$ cat src/rtl/bpd_upd_pkg.sv
// Shared constants for the branch-predictor update arbiter.
// Source encodings and payload flag bit positions.
package bpd_upd_pkg;
  localparam logic [1:0] SRC_MIS = 2'd0;
  localparam logic [1:0] SRC_REP = 2'd1;
  localparam logic [1:0] SRC_CMT = 2'd2;

  localparam int FLAG_MIS_BIT  = 0;
  localparam int FLAG_REP_BIT  = 1;
  localparam int UPD_W_DEFAULT = 412;
endpackage

$ cat src/rtl/bpd_upd_prio_sel.sv
// Fixed-priority 3-way select (mis > rep > cmt) with forced-cmt override.
// Grants are one-hot, indexed by source encoding.
module bpd_upd_prio_sel
  import bpd_upd_pkg::*;
(
  input  logic       mis_valid,
  input  logic       rep_valid,
  input  logic       cmt_valid,
  input  logic       force_cmt,
  output logic [2:0] gnt
);

  always_comb begin
    gnt = 3'b000;
    if (force_cmt && cmt_valid) begin
      gnt[SRC_CMT] = 1'b1;
    end else if (mis_valid) begin
      gnt[SRC_MIS] = 1'b1;
    end else if (rep_valid) begin
      gnt[SRC_REP] = 1'b1;
    end else if (cmt_valid) begin
      gnt[SRC_CMT] = 1'b1;
    end
  end

endmodule

$ cat src/rtl/bpd_update_arbiter.sv
// Arbitrates mispredict, repair and commit updates onto the single
// predictor update port through a 1-entry registered output stage.
module bpd_update_arbiter
  import bpd_upd_pkg::*;
#(
  parameter int UPD_W        = UPD_W_DEFAULT,
  parameter int STARVE_LIMIT = 7
) (
  input  logic             clock,
  input  logic             reset,
  input  logic             flush,
  input  logic             mis_valid,
  output logic             mis_ready,
  input  logic [UPD_W-1:0] mis_bits,
  input  logic             rep_valid,
  output logic             rep_ready,
  input  logic [UPD_W-1:0] rep_bits,
  input  logic             cmt_valid,
  output logic             cmt_ready,
  input  logic [UPD_W-1:0] cmt_bits,
  output logic             out_valid,
  input  logic             out_ready,
  output logic [UPD_W-1:0] out_bits,
  output logic [1:0]       out_src,
  output logic [7:0]       starve_cnt
);

  localparam logic [7:0] LIMIT = 8'(STARVE_LIMIT);

  logic             out_valid_q, out_valid_d;
  logic [UPD_W-1:0] out_bits_q, out_bits_d;
  logic [1:0]       out_src_q, out_src_d;
  logic [7:0]       starve_q, starve_d;

  logic       can_load;
  logic       force_cmt;
  logic       open_q;
  logic [2:0] gnt;

  assign can_load  = ~out_valid_q | out_ready;
  assign force_cmt = (starve_q == LIMIT);
  assign open_q    = can_load & ~flush & ~reset;

  bpd_upd_prio_sel u_sel (
    .mis_valid (mis_valid),
    .rep_valid (rep_valid),
    .cmt_valid (cmt_valid),
    .force_cmt (force_cmt),
    .gnt       (gnt)
  );

  assign mis_ready = open_q & gnt[SRC_MIS];
  assign rep_ready = open_q & gnt[SRC_REP];
  assign cmt_ready = open_q & gnt[SRC_CMT];

  always_comb begin
    out_valid_d = out_valid_q;
    out_bits_d  = out_bits_q;
    out_src_d   = out_src_q;
    starve_d    = starve_q;
    if (flush) begin
      out_valid_d = 1'b0;
      starve_d    = 8'd0;
    end else begin
      if (mis_ready) begin
        out_valid_d = 1'b1;
        out_src_d   = SRC_MIS;
        out_bits_d  = mis_bits;
        out_bits_d[FLAG_MIS_BIT] = 1'b1;
        out_bits_d[FLAG_REP_BIT] = 1'b0;
      end else if (rep_ready) begin
        out_valid_d = 1'b1;
        out_src_d   = SRC_REP;
        out_bits_d  = rep_bits;
        out_bits_d[FLAG_MIS_BIT] = 1'b0;
        out_bits_d[FLAG_REP_BIT] = 1'b1;
      end else if (cmt_ready) begin
        out_valid_d = 1'b1;
        out_src_d   = SRC_CMT;
        out_bits_d  = cmt_bits;
        out_bits_d[FLAG_MIS_BIT] = 1'b0;
        out_bits_d[FLAG_REP_BIT] = 1'b0;
      end else if (out_valid_q && out_ready) begin
        out_valid_d = 1'b0;
      end
      // Starvation only advances in cycles where a grant could be taken.
      if (can_load) begin
        if (gnt[SRC_CMT]) begin
          starve_d = 8'd0;
        end else if (cmt_valid && starve_q != LIMIT) begin
          starve_d = starve_q + 8'd1;
        end
      end
    end
  end

  always_ff @(posedge clock) begin
    if (reset) begin
      out_valid_q <= 1'b0;
      out_bits_q  <= '0;
      out_src_q   <= SRC_MIS;
      starve_q    <= 8'd0;
    end else begin
      out_valid_q <= out_valid_d;
      out_bits_q  <= out_bits_d;
      out_src_q   <= out_src_d;
      starve_q    <= starve_d;
    end
  end

  assign out_valid  = out_valid_q;
  assign out_bits   = out_bits_q;
  assign out_src    = out_src_q;
  assign starve_cnt = starve_q;

endmodule

$ cat config.mk
export PLATFORM = sky130hd
export DESIGN_NAME = bpd_update_arbiter
export DESIGN_NICKNAME = d
export VERILOG_FILES = /design/src/rtl/bpd_upd_pkg.sv /design/src/rtl/bpd_upd_prio_sel.sv /design/src/rtl/bpd_update_arbiter.sv
export SDC_FILE = /design/constraint.sdc
export NUM_CORES = 1
export LEC_CHECK = 0
export BUFFER_PORTS_ARGS = -buffer_cell sky130_fd_sc_hd__buf_2
export CORE_AREA = 2 2 651 653
export DETAILED_ROUTE_END_ITERATION = 10
export DIE_AREA = 0 0 653 655
export PLACE_DENSITY = 0.3
export RECOVER_POWER = 25
export REMOVE_ABC_BUFFERS = 1
export SLEW_MARGIN = 10
export SYNTH_ARGS = -nofsm -noshare
export SYNTH_HDL_FRONTEND = slang
export SYNTH_SLANG_ARGS = --single-unit
export TNS_END_PERCENT = 50
$ cat constraint.sdc
create_clock -name clock -period 2.08 [get_ports clock]
set_clock_uncertainty 0.15 [all_clocks]
set_input_delay 0.208 -clock clock [delete_from_list [all_inputs] [get_ports clock]]
set_output_delay 0.208 -clock clock [all_outputs]
set_load 0.05 [all_outputs]
# == Yosys cells after proc, flatten, opt, wreduce, memory -nomap -nowiden ==
# Cells that the tools add are included.
# totals
word_cells,44
n_memories,0
latchBits,0
inputBits,1243
romBits,0
ram_bits,0
reg_bits,423
# classes
order_cmp,0
n_bitwise,9
shifts,0
div_mod_pow,0
n_mux,19
n_addsub,1
reduce_logical,9
n_eq_ne,2
multipliers,0
# ops
operator,count
2-to-1 mux 412 bit,3
2-to-1 mux 8 bit,2
2-to-1 mux 2 bit,5
2-to-1 mux 1 bit,9
adder 8 x 1 -> 8 bit (second input constant),1
== test 8 x 3 -> 1 bit (second input constant),1
!= test 8 x 3 -> 1 bit (second input constant),1
AND 1 bit,5
AND reduction 2 bit,2
nonzero test 4 bit,1
logical AND 1 bit,3
inverter 1 bit,3
nonzero test 3 bit,1
nonzero test 2 bit,1
OR reduction 2 bit,1
bitwise OR 1 bit,1

# == Longest topological paths before layout ==
# depth
word_depth,8
depth_mapped,9

# == Modules after synthesis ==
# A second synthesis with hierarchy kept.
# hier_totals
hier_cells,2409
area_unflattened_um2,19721.4
# modules_own_cells
mod,seq_area_each_um2,cells_each,area_per_inst_um2,instances
bpd_update_arbiter,8448.1,2404,19682.6,1
bpd_upd_prio_sel,0.0,5,38.8,1

# == Least setup slack after synthesis ==
# Ideal clock, no wire load.
# synth_timing
kind,reg-to-reg
from,"register starve_q[0], in the netlist starve_cnt[0]"
to,"register out_bits_q[362], in the netlist out_bits[362]"
arrival_ps,2461
path_buffers,1
stages_incl_launch_ff,7
setup_ps,86
synth_period_minus_slack_ps,2696
slack_ps,-616
t_required_ps,1844
cell_sequence,dfxtp_1 ha_1 and4bb_2 a2111oi_4 clkbuf_1 a221oi_1 a211oi_1
# synth_between
elab_chain_cells,6
elab_cells_between_ends,11
cone_classes,eq/ne (1); mux (4); bitwise (3); reduce/logical (3)
# synth_rtl
item,line,rtl
from (decl),bpd_update_arbiter.sv:33,"logic [7:0] starve_q, starve_d;"
from (signal assigned),bpd_update_arbiter.sv:107,starve_q <= starve_d;
== test 8 x 3 -> 1 bit *,bpd_update_arbiter.sv:41,assign force_cmt = (starve_q == LIMIT);
logical AND 1 bit *,bpd_upd_prio_sel.sv:15,if (force_cmt && cmt_valid) begin
2-to-1 mux 2 bit *,bpd_upd_prio_sel.sv:15,
AND 1 bit *,bpd_update_arbiter.sv:53,assign rep_ready = open_q & gnt[SRC_REP];
named net rep_ready,bpd_update_arbiter.sv:16,"output logic rep_ready,"
nonzero test 3 bit (no line) or 2-to-1 mux 412 bit (tied branches),--,
AND reduction 2 bit (no line) or 2-to-1 mux 412 bit (tied branches),--,
to (signal assigned),bpd_update_arbiter.sv:105,out_bits_q <= out_bits_d;
to (decl),bpd_update_arbiter.sv:31,"logic [UPD_W-1:0] out_bits_q, out_bits_d;"
# The timed path passes the listed nets; every way through them passes the cells marked *.
# A chain may end at the register's enable or synchronous reset.

# == Final worst setup path ==
# layout_timing
from,"register starve_q[1], in the netlist starve_cnt[1]"
to,"register out_bits_q[224], in the netlist out_bits[224]"
# layout_between
elab_chain_cells,6
elab_cells_between_ends,11
cone_classes,eq/ne (1); mux (4); bitwise (3); reduce/logical (3)
# layout_rtl
item,line
== test 8 x 3 -> 1 bit *,bpd_update_arbiter.sv:41
logical AND 1 bit *,bpd_upd_prio_sel.sv:15
2-to-1 mux 2 bit or 2-to-1 mux 1 bit (tied branches),bpd_upd_prio_sel.sv:15
AND 1 bit (on tied branches),"bpd_update_arbiter.sv:52, bpd_update_arbiter.sv:53, bpd_update_arbiter.sv:54"
nonzero test 3 bit (no line) or 2-to-1 mux 412 bit (tied branches),--
AND reduction 2 bit (no line) or 2-to-1 mux 412 bit (tied branches),--
# Mark *: on every way between the ends. The rest lies on a longest branch, timed or not.

==> flow_summary.yaml <==
run_status:
  status: "finished with violations"
  failed_checks: "negative setup slack"
finish:
  multi_input_area_um2: 12000
  layout.nets: 6790
  area_growth_pct: 188
  finish.utilization_pct: 13.5
  nFillCells: 48500
  register_area_um2: 8450
  drive_above_1_share_pct: 43.1
worst_setup_path:
  crit_path_end_kind: "flip-flop"
  crit_top_cell: "buf_6"
  path_class: "reg -> reg"
  cp_max_fo: 5
  required_ns: 2.55
  worst_setup_path_start_kind: "flip-flop"
  critPathBufInv: 8
  cp_top_family: "buffers and inverters"
  slowest_delay_ns: 0.55
  crit_cells: 13
  crit_chain: "ha_4 > and4bb_4 > buf_4 > buf_6 > buf_6 > a2111o_2 > buf_12 > buf_16 > buf_12 > buf_16 > buf_6 > nand2_2 > a211oi_1"
  cp.arrival_ns: 3.40
  critPathSlowestCell: "a2111o_2"
  ff2ff_path_depth: 13
route:
  ant_nets: 0
  drc: 0
  num_vias: 37000
  avgRoutedWirePerCell_um: 32.2
  avgViaCountPerCell: 3.29
  drtPass1Iterations: 10
  routed_wl_um: 363000
  drt_first_iter_violations: 2731
clocking:
  clock-sinks: 422
  cts_tree: "built"
  cts_buffers: 71
  root_buffer: "clkbuf_16"
  cts_buffer_depth: 4
  path_clk_slew_ns: 0.06
  clk_latency_ns: 0.79
  htree_levels: 3
synth:
  postSynthCellCount: 2399
  synth_ff_type: "dfxtp_1"
  synth.top_cell.area_share_pct: 42.9
  async_reset_ff_share_pct: 0
  synth_area_per_cell_um2: 8.21
  ys_warn_count: 0
  synthesis.area_um2: 19700
  synth.distinct_cells: 37
  synth.largest_area_cell: "dfxtp_1"
  seq_area_frac_synth_pct: 42.9
  ys_seq_elements: 422
  synth-edff-count: 0
  synth_area_leaders: "dfxtp_1, a221oi_1, a211oi_1"
min_path:
  min_path_cells: 3
  hp-class: "in -> reg"
global_routing:
  grt_pass1_wl_um: 439000
  gr-total-overflow: 0
  grt_util_all_layers_pct: 16.1
  antenna_found_initial: 394
  grt_pass1_vias: 36800
  grt_max_degree: 81
timing:
  fin_ws_ns: -0.841
  setup_viol: 422
  tightestPinTransition_ns: 0.664
  fin_crit_ns: 2.92
  report.final.slew_viol_count: 0
  setup_tns_ns: -260.96
  hold_viol: 0
  rsz0062_at_grt: "true"
  final.period_utilization_pct: 140
  max_slew_margin_pct: 56.0
  hold_ws_ns: 0.0848
  maxClockFrequency_ghz: 0.342
die:
  io_pins: 1669
  dieHeight_um: 655
  die_w_um: 653
  start_util_pct: 4.67
  rows: 239
  coreArea_um2: 422000
  die_area_um2: 428000
pwr:
  p_leak_nw: 23.6
  power_density_nw_per_um2: 589
  p_total_mw: 33.4
  vdd_drop_max_mv: 0.434
placement:
  portBuffers: 1662
  dp_hpwl_um: 310000
  place_congestion: 0.916
flow_run:
  maxCapViolCount: 0
==> path summary, 6_finish.rpt <==
path | slack, ns | start | to
setup / recovery | -0.84 | starve_cnt[1]$_SDFFE_PP0P_ | out_bits[224]$_SDFFE_PP0P_
hold / removal | 0.08 | flush | out_valid$_SDFFE_PP0P_
setup reg to reg | -0.84 | starve_cnt[1]$_SDFFE_PP0P_ | out_bits[224]$_SDFFE_PP0P_
hold reg to reg | 0.31 | out_bits[0]$_SDFFE_PP0P_ | out_bits[0]$_SDFFE_PP0P_
==> synthesized netlist by cell type, types with 2 or more instances <==
master / number
a211oi_1: 409
clkbuf_1: 202
xnor2_1: 2
a221oi_1: 410
dfxtp_1: 422
nand2_1: 417
nor3_1: 2
nand4_1: 3
nor2_1: 421
xor2_1: 3
a21oi_1: 3
nand2b_1: 2
buf_1: 21
or3_1: 2
inv_1: 3
o21ai_0: 4
buf_2: 53
==> flip-flops by register name (all words and copies together), names as in the netlist <==
signal      flops
starve_cnt      8
out_bits      412
out_valid       1
out_src         1
==> metal layers <==
layer / part of all wire, % / global-route usage [%] / up-vias
li1: - / - / 15600
met2: 46 / 26.7 / 2294
met3: 11 / 7.19 / 908
met4: 3.8 / 4.65 / 208
met5: 0.42 / 0 / -
met1: 39 / 18.4 / 18000
==> report_power, final <==
group	total (mW)	internal, mW	switching [mW]
sequential	9.04	8.67	0.371
clock	12.5	7.19	5.27
combinational	11.9	4.56	7.35
==> through the flow <==
stage	cell area, um^2	setup slack (ns)	std cells
finish	56700	-0.841	11300
global route	56500	-0.912	11200
CTS	54500	-1.00	11100
detailed placement	36200	-0.839	9537
global placement	36200	-0.839	9537
floorplan	18600	-14.68	2122
==> tightest hold or removal path, stage by stage <==
cell     delay [ns]
buf_2          0.11
or2_0          0.51
a31oi_1        0.12
==> area by class of cell <==
type / instances / area share [%]
timing repair buffer: 3351 / 47.2
multi-input combinational: 1697 / 21.2
sequential: 422 / 14.9
tap: 5543 / 12.2
clock buffer: 103 / 3.63
antenna: 136 / 0.600
clock inverter: 14 / 0.296
inverter: 3 / 0.0199
==> layout by cell type (no fill, tap or decap), types with 4 or more instances in the layout <==
cell type,count
nand2_4,72
clkbuf_1,17
a221oi_4,10
buf_2,1562
a211oi_2,56
buf_8,10
a221oi_1,353
buf_4,156
clkbuf_2,93
o21ai_0,4
nand2_2,123
buf_16,48
nand2_8,14
clkbuf_8,14
bufbuf_16,8
buf_6,21
nor2_1,419
a211oi_1,353
dlygate4sd3_1,1381
clkbuf_16,86
a221oi_2,47
diode_2,136
nand2_1,208
dfxtp_1,419
buf_12,58
clkinv_2,7
==> kinds of logic after synthesis <==
family                   after synthesis  synth area share [%]
buffers and inverters                280                  5.69
XOR/XNOR                               5                 0.222
AO/OA/AOI/OAI                        836                  34.5
adder cells (fa/ha/maj)                1                0.0635
flip-flops                           422                  42.9
AND/OR/NAND/NOR                      855                  16.6
==> repair_timing <==
action	CTS	global route
cloned	39	15
hold endpoints to repair	420	0
buffers inserted	37	18
endpoints found under the setup margin	488	467
hold buffers	1381	0
pin swaps	22	41
resized for setup	215	361
No activity file was read; power rests on OpenSTA's default activity.
